[config.mk]
export PLATFORM = sky130hd
export DESIGN_NAME = turn_scheduler
export DESIGN_NICKNAME = d
export VERILOG_FILES = /design/src/rtl/game_pkg.sv /design/src/rtl/phase_timer.sv /design/src/rtl/turn_scheduler.sv
export SDC_FILE = /design/constraint.sdc
export NUM_CORES = 1
export LEC_CHECK = 0
export CAP_MARGIN = 20
export CORE_MARGIN = 3
export CORE_UTILIZATION = 43
export CTS_BUF_LIST = sky130_fd_sc_hd__clkbuf_4 sky130_fd_sc_hd__clkbuf_8
export DETAILED_ROUTE_END_ITERATION = 12
export PLACE_DENSITY = 0.81
export SLEW_MARGIN = 20
export SYNTH_ARGS = -nofsm -noshare
export SYNTH_HDL_FRONTEND = slang
export SYNTH_SLANG_ARGS = --single-unit
export TNS_END_PERCENT = 30
[constraint.sdc]
create_clock -name clk -period 2.3 [get_ports clk]
set_clock_uncertainty 0.2 [all_clocks]
set_input_delay 0.46 -clock clk [delete_from_list [all_inputs] [get_ports clk]]
set_output_delay 0.46 -clock clk [all_outputs]
set_load 0.1 [all_outputs]
[src/rtl/game_pkg.sv]
// Shared encodings for the turn scheduler: phase codes, winner codes, fixed colours.
package game_pkg;

  typedef enum logic [3:0] {
    ST_IDLE    = 4'b0001,
    ST_PLAYER  = 4'b0010,
    ST_RESOLVE = 4'b0100,
    ST_ENEMY   = 4'b1000,
    ST_OVER    = 4'b1111
  } state_t;

  localparam logic [1:0] WIN_NONE   = 2'b00;
  localparam logic [1:0] WIN_PLAYER = 2'b01;
  localparam logic [1:0] WIN_ENEMY  = 2'b10;
  localparam logic [1:0] WIN_DRAW   = 2'b11;

  localparam logic [11:0] IDLE_COLOUR = 12'h000;
  localparam logic [11:0] OVER_COLOUR = 12'hF00;

  localparam logic [3:0] TURN_CEIL = 4'd15;

  // Turn limit must fit the 4-bit turn counter and leave at least one turn.
  function automatic logic [3:0] clamp_turns(input int unsigned n);
    if (n > 32'd15) return TURN_CEIL;
    if (n < 32'd1) return 4'd1;
    return n[3:0];
  endfunction

endpackage

[src/rtl/phase_timer.sv]
// Per-phase watchdog: down-counter reloaded on phase entry, expires at terminal count.
module phase_timer #(
  parameter int unsigned CYCLES = 16
) (
  input  logic clk,
  input  logic rst,
  input  logic clear,
  input  logic enable,
  output logic expired
);

  localparam int W = (CYCLES > 1) ? $clog2(CYCLES) : 1;
  localparam logic [W-1:0] LOAD = W'(CYCLES - 1);

  logic [W-1:0] count;

  // Loading CYCLES-1 on entry makes the last in-phase cycle the CYCLES-th one.
  always_ff @(posedge clk or negedge rst) begin
    if (!rst) begin
      count <= '0;
    end else if (clear) begin
      count <= LOAD;
    end else if (enable && (count != '0)) begin
      count <= count - 1'b1;
    end
  end

  assign expired = enable && (count == '0);

endmodule

[src/rtl/turn_scheduler.sv]
// Turn-based game phase scheduler (player, enemy, resolve) with turn limit and winner.
// Optional per-phase watchdog enabled by defining TURN_TIMEOUT_EN.
//
// state   | meaning
// IDLE    | waiting for start_in
// PLAYER  | player acting; player_start_out on entry
// ENEMY   | enemy acting; enemy_start_out on entry
// RESOLVE | one cycle: deaths / turn limit decide outcome
// OVER    | winner held until start_in
module turn_scheduler
  import game_pkg::*;
#(
  parameter int unsigned MAX_TURNS      = 15,
  parameter int unsigned TIMEOUT_CYCLES = 1_000_000
) (
  input  logic        clk,
  input  logic        rst,
  input  logic        start_in,
  input  logic        player_done_in,
  input  logic        enemy_busy_in,
  input  logic        enemy_finished_in,
  input  logic        player_dead_in,
  input  logic        enemy_dead_in,
  input  logic [11:0] player_pixel_in,
  input  logic [11:0] enemy_pixel_in,
  output logic [3:0]  state_out,
  output logic [3:0]  turn_out,
  output logic        player_start_out,
  output logic        enemy_start_out,
  output logic [1:0]  winner_out,
  output logic [11:0] pixel_out
);

  localparam logic [3:0] TURN_LIMIT = clamp_turns(MAX_TURNS);

  state_t state;
  state_t next_state;
  logic   first_cycle;
  logic   phase_entry;
  logic   timeout;

  assign phase_entry = (next_state != state);

  // Enemy completion is taken from enemy_finished_in alone; busy is informational.
  logic unused_busy;
  assign unused_busy = enemy_busy_in;

`ifdef TURN_TIMEOUT_EN
  logic timer_clear;
  logic timer_enable;

  assign timer_clear  = phase_entry && ((next_state == ST_PLAYER) || (next_state == ST_ENEMY));
  assign timer_enable = (state == ST_PLAYER) || (state == ST_ENEMY);

  phase_timer #(
    .CYCLES (TIMEOUT_CYCLES)
  ) u_phase_timer (
    .clk     (clk),
    .rst     (rst),
    .clear   (timer_clear),
    .enable  (timer_enable),
    .expired (timeout)
  );
`else
  logic unused_cfg;
  assign unused_cfg = (TIMEOUT_CYCLES == 0);
  assign timeout    = 1'b0;
`endif

  always_ff @(posedge clk or negedge rst) begin
    if (!rst) begin
      state       <= ST_IDLE;
      first_cycle <= 1'b0;
    end else begin
      state       <= next_state;
      first_cycle <= phase_entry;
    end
  end

  always_comb begin
    next_state = state;
    case (state)
      ST_IDLE:    if (start_in) next_state = ST_PLAYER;
      ST_PLAYER:  if ((player_done_in && !first_cycle) || timeout) next_state = ST_ENEMY;
      ST_ENEMY:   if (enemy_finished_in || timeout) next_state = ST_RESOLVE;
      ST_RESOLVE: begin
        if (player_dead_in || enemy_dead_in || (turn_out == TURN_LIMIT)) next_state = ST_OVER;
        else next_state = ST_PLAYER;
      end
      ST_OVER:    if (start_in) next_state = ST_IDLE;
      default:    next_state = ST_IDLE;
    endcase
  end

  always_comb begin
    state_out        = state;
    player_start_out = first_cycle && (state == ST_PLAYER);
    enemy_start_out  = first_cycle && (state == ST_ENEMY);
  end

  // Turn count, verdict and pixel mux are registered alongside the phase.
  always_ff @(posedge clk or negedge rst) begin
    if (!rst) begin
      turn_out   <= 4'd0;
      winner_out <= WIN_NONE;
      pixel_out  <= IDLE_COLOUR;
    end else begin
      if ((state == ST_IDLE) && start_in) begin
        turn_out   <= 4'd1;
        winner_out <= WIN_NONE;
      end else if (state == ST_RESOLVE) begin
        if (player_dead_in) winner_out <= WIN_ENEMY;
        else if (enemy_dead_in) winner_out <= WIN_PLAYER;
        else if (turn_out == TURN_LIMIT) winner_out <= WIN_DRAW;
        else if (turn_out != TURN_CEIL) turn_out <= turn_out + 4'd1;
      end

      case (state)
        ST_ENEMY:             pixel_out <= enemy_pixel_in;
        ST_PLAYER, ST_RESOLVE: pixel_out <= player_pixel_in;
        ST_OVER:              pixel_out <= OVER_COLOUR;
        default:              pixel_out <= IDLE_COLOUR;
      endcase
    end
  end

endmodule

### Yosys cells after proc, flatten, opt, wreduce, memory -nomap -nowiden

Index checks and enable logic that the tools add are counted.

| word-level totals | value |
|---|---|
| bits in registers | 23 |
| input port bits | 32 |
| output and inout bits | 24 |

| operators by class | value |
|---|---|
| add/subtract/negate cells | 1 |
| equality and inequality tests | 11 |
| muxes and demuxes | 18 |
| reduce and logical (&&, ||, !) cells | 13 |

Operators with widths:

| operator | count |
|---|---|
| 4-bit two-way mux | 11 |
| 12-bit one-hot mux with 3 select lines | 1 |
| 4-bit one-hot mux with 5 select lines | 1 |
| 4-bit equality test (second input constant) | 3 |
| 2-bit two-way mux | 5 |
| 2-bit by 1-bit != test with 1-bit output (second input constant) | 3 |
| 5-bit AND reduction | 1 |
| 4-bit by 1-bit adder with 4-bit output (second input constant) | 1 |
| 4-bit by 1-bit equality test with 1-bit output (second input constant) | 1 |
| 4-bit by 2-bit equality test with 1-bit output (second input constant) | 1 |
| 4-bit by 3-bit equality test with 1-bit output (second input constant) | 1 |
| 1-bit logical AND | 4 |
| 4-bit != test | 1 |
| 4-bit != test (second input constant) | 1 |
| 2-bit nonzero test | 2 |
| 4-bit nonzero test | 1 |
| 1-bit logical OR | 2 |
| 2-bit AND reduction | 1 |
| 2-bit OR reduction | 1 |
| 1-bit zero test | 1 |

### Logic depth before layout (Yosys ltp)

| depth | value |
|---|---|
| depth after elaboration | 7 |
| depth in mapped cells | 6 |
| depth with buffers taken out | 5 |

### Worst setup path after synthesis

OpenSTA, ideal clock, no wires.

| path | value |
|---|---|
| kind | register -> output |
| start point | reg state[3] (netlist: state_out[3]) |
| end point | out enemy_start_out |
| arrival time | 2.368 ns |
| path slack | -0.728 ns |
| cell stages (with the launch flop) | 4 |
| path buffers | 1 |
| path through | dfrtp_1 > nor2b_1 > buf_2 > and3_1 |

| on the way | value |
|---|---|
| longest elaborated chain between the ends | 2 |

Ends and longest elaborated chain:

| item | line | source |
|---|---|---|
| start, declared | turn_scheduler.sv:36 | `state_t state;` |
| start signal, assigned | turn_scheduler.sv:75 | `state <= next_state;` |
| 4-bit equality test | turn_scheduler.sv:98 | `enemy_start_out = first_cycle && (state == ST_ENEMY);` |
| 1-bit logical AND | turn_scheduler.sv:98 |  |
| end, declared | turn_scheduler.sv:29 | `output logic enemy_start_out,` |

No other way between the ends.

### Worst setup path in the final report

| path | value |
|---|---|
| start point | reg state[0] (netlist: state_out[0]) |
| end point | out enemy_start_out |

The elaborated chain is that of the path after synthesis.

==> flow_summary.toml <==
[routing]
routedWlPerCell_um = 16.1
drt.antenna.violating_nets = 0
detailedRoute.firstIterationViolations = 94
drt_wl_total_um = 3600
firstDrtPassIters = 4
drc = 0
drt-vias-per-instance = 5.85
detailroute.via_count = 1310

[yosys]
synth_area_leaders = "sky130_fd_sc_hd__dfrtp_1 42%, sky130_fd_sc_hd__a22oi_1 8.0%, sky130_fd_sc_hd__a22o_1 5.4%, sky130_fd_sc_hd__nor2_1 4.3%, sky130_fd_sc_hd__buf_6 2.6%"
synth_top_area_share_pct = 42.1
synth_largest_area_cell = "sky130_fd_sc_hd__dfrtp_1"
synth_xor_area_share_pct = 1.34
synth_flop_cell = "sky130_fd_sc_hd__dfrtp_1"
area_fraction_in_and_or_nand_and_nor_cells_after_synthesis_pct = 20.2
synth-warning-count = 0
synth_fa_ha_area_share_pct = 0.956
synth_fp_nets = 170
ys_seq_area_share_pct = 44.1
syn_area_mm2 = 0.00131
yosys_register_bits = 23
yosysUniqueCellTypes = 40
combinational_family_with_the_most_area_after_synthesis = "compound AO/OA/AOI/OAI gates"
synth-edff-count = 0
post_synth_inst_count = 137
synth_compound_gate_area_share_pct = 26.5
syn-mean-instance-area_um2 = 9.55
synth-async-reset-ratio_pct = 100
synth.mux.area_fraction_pct = 1.53

[sta]
final-max-slew-violation-count = 0
timing_worst_slew_pin_value_ps = 580
slew_headroom_pct = 61.0
timing.final.hold_violations = 0
max_freq_mhz = 453
finalCriticalPeriod_ps = 2210
share_of_the_clock_period_used_by_the_worst_path_pct = 96.0
final-setup-viol-count = 0
rsz0062_at_grt = "no"

[min_path]
holdCritPathClass = "in2async"

[global_route]
antenna_found_initial = 0
grt_pass1_wl_um = 5730
grt_remaining_overflow = 0
grt_max_degree = 24
grt_pass1_vias = 1293
total_track_usage_pct = 20.3

[pwr]
power.density_mw_per_mm2 = 895
leakage_nw = 0.840
vdd.ir_drop.worst_mv = 0.837
finalPower_w = 0.00175

[clock_network]
h-tree-depth = 1
cts_root_buffer = "sky130_fd_sc_hd__clkbuf_4"
max-clock-path-buffers = 2
cts.repair_timing.setup_buffer_count = 0
clock_insertion_delay_worst_skew_ps = 300
cts-hold-fix-buffers = 0
tritoncts = "yes"
cts_inserted_buffers = 3
clkTransAtPathRegs_ps = 130
numClockSinks = 23

[layout]
post-route-util_pct = 69.2
final_common_cell = "sky130_fd_sc_hd__clkdlybuf4s50_1"
design.final.nets = 227
filler_cell_count = 232
area_growth_pct = 49.6
final_cell_mix = "30 x sky130_fd_sc_hd__clkdlybuf4s50_1, 26 x sky130_fd_sc_hd__buf_4, 17 x sky130_fd_sc_hd__dfrtp_1"
drive_gt1_share_pct = 25.4
antennaDiodeCount = 0

[critical_path]
worst_ep_arrival_time_ps = 1550
cell_class_contributing_the_biggest_share_of_worst_path_delay = "flip-flops"
slowest_delay_ps = 740
cp_slowest_cell = "sky130_fd_sc_hd__dfstp_2"
worstPathBufferInverterCount = 1
worstPathCellList = "nor2_2 > and3_4 > buf_12"
crit_type = "reg2out"
start_kind = "flop"
worstPathMaxFanout = 13
cp-end-kind = "output port"
worst_ep_required_ps = 1640

[placement]
io_buffer_count = 54
detailedPlacementHpwl_um = 2600
gp_congestion = 0.876

[floorplanning]
floorplan.die.height_um = 61.2
chipWidth_um = 61.2
ioPinCount = 56
initial_core_utilization_pct = 46.3
placeableCoreArea_mm2 = 0.00283
floorplan.die_area_mm2 = 0.00374
fp-row-count = 19

[job]
timing.max_cap.violations = 0

[status]
status = "finished clean"
path summary, 6_finish.rpt:
| path | from | end | slack, ps | cells after the start |
|---|---|---|---|---|
| max | state_out[0] | enemy_start_out | 90 | 3 |
| min | rst | pixel_out[11] | 300 | 2 |
| max reg2reg | turn_out[0] | turn_out[3] | 300 | 5 |
| min reg2reg | winner_out[1] | winner_out[1] | 320 | 2 |
| max in group asynchronous | rst | state_out[0] | 1310 | 2 |
| min in group clk | winner_out[1] | winner_out[1] | 320 | 2 |
metrics by stage:
stage | setup TNS [ps] | std cells | setup WS, ps | cell area (um^2) | hold WS (ps)
2_1_floorplan | -55.3 | 137 | -29.1 | 1320 | -35.6
3_3_place_gp | 0 | 220 | 121 | 1910 | 297
3_5_place_dp | 0 | 220 | 85.5 | 1910 | 291
4_1_cts | 0 | 224 | 18.2 | 1950 | 295
5_1_grt | 0 | 224 | 9.06 | 1960 | 283
6_report | 0 | 224 | 93.1 | 1960 | 297
where the power goes:
part / total (W) / switching (W) / internal (W) / leakage, nW
clock: 0.000186 / 0.000121 / 0.0000648 / 0.0177
sequential: 0.000555 / 0.0000855 / 0.000470 / 0.299
combinational: 0.00101 / 0.000687 / 0.000324 / 0.523
total: 0.00175 / 0.000893 / 0.000859 / 0.840
per-layer routing:
layer  part of all wire, %  up-vias  GRT usage (%)
met4                   2.0        0           7.43
met2                    47       65           34.1
li1                      -      629              -
met5                     0        -              0
met1                    42      606           25.7
met3                   9.1       10           4.40
state kept, by name, indices dropped and copies added (netlist names):
register and cells:
pixel_out 12, state_out 4, turn_out 4, winner_out 2
first_cycle 1
cell families after synthesis:
group / count (synthesis)
adder cells (fa/ha/maj): 1
XOR/XNOR: 2
AND/OR/NAND/NOR: 50
buffers and inverters: 12
AO/OA/AOI/OAI: 47
multiplexers: 2
flip-flops: 23
worst register-to-register path: stages, from the launching register on:
cell,delay (ps)
sky130_fd_sc_hd__dfrtp_2,450
sky130_fd_sc_hd__ha_1,250
sky130_fd_sc_hd__a311oi_2,410
sky130_fd_sc_hd__nand3_2,120
sky130_fd_sc_hd__or3_1,370
sky130_fd_sc_hd__a21oi_1,130
cell usage after synthesis, types with 2 or more instances:
master,instances
sky130_fd_sc_hd__a21oi_1,6
sky130_fd_sc_hd__a22oi_1,14
sky130_fd_sc_hd__nor2_1,15
sky130_fd_sc_hd__or2_1,2
sky130_fd_sc_hd__buf_6,3
sky130_fd_sc_hd__inv_1,2
sky130_fd_sc_hd__nand2b_1,4
sky130_fd_sc_hd__xor2_1,2
sky130_fd_sc_hd__mux2i_1,2
sky130_fd_sc_hd__nand3_1,5
sky130_fd_sc_hd__buf_2,3
sky130_fd_sc_hd__clkbuf_1,4
sky130_fd_sc_hd__o22ai_1,4
sky130_fd_sc_hd__nor2b_1,4
sky130_fd_sc_hd__nand2_1,6
sky130_fd_sc_hd__or3_1,2
sky130_fd_sc_hd__nor3_1,2
sky130_fd_sc_hd__dfrtp_1,22
sky130_fd_sc_hd__and3_1,3
sky130_fd_sc_hd__a22o_1,8
sky130_fd_sc_hd__o21ai_0,5
cell type report:
type	instances	area, um^2	share of cell area (%)
multi-input cells	102	686	35.0
clock buffers	3	22.5	1.15
flip-flops and latches	23	583	29.8
clock inverters	1	5.00	0.256
well taps	31	38.8	1.98
repair buffers	62	616	31.4
inverters	2	7.51	0.383
what timing repair did:
| action | in CTS | in global routing |
|---|---|---|
| gates cloned | 0 | 0 |
| resized for setup | 1 | 3 |
| setup endpoints to repair | 1 | 2 |
| endpoints found under the hold margin | 0 | 0 |
No activity file was read; power rests on OpenSTA's default activity.
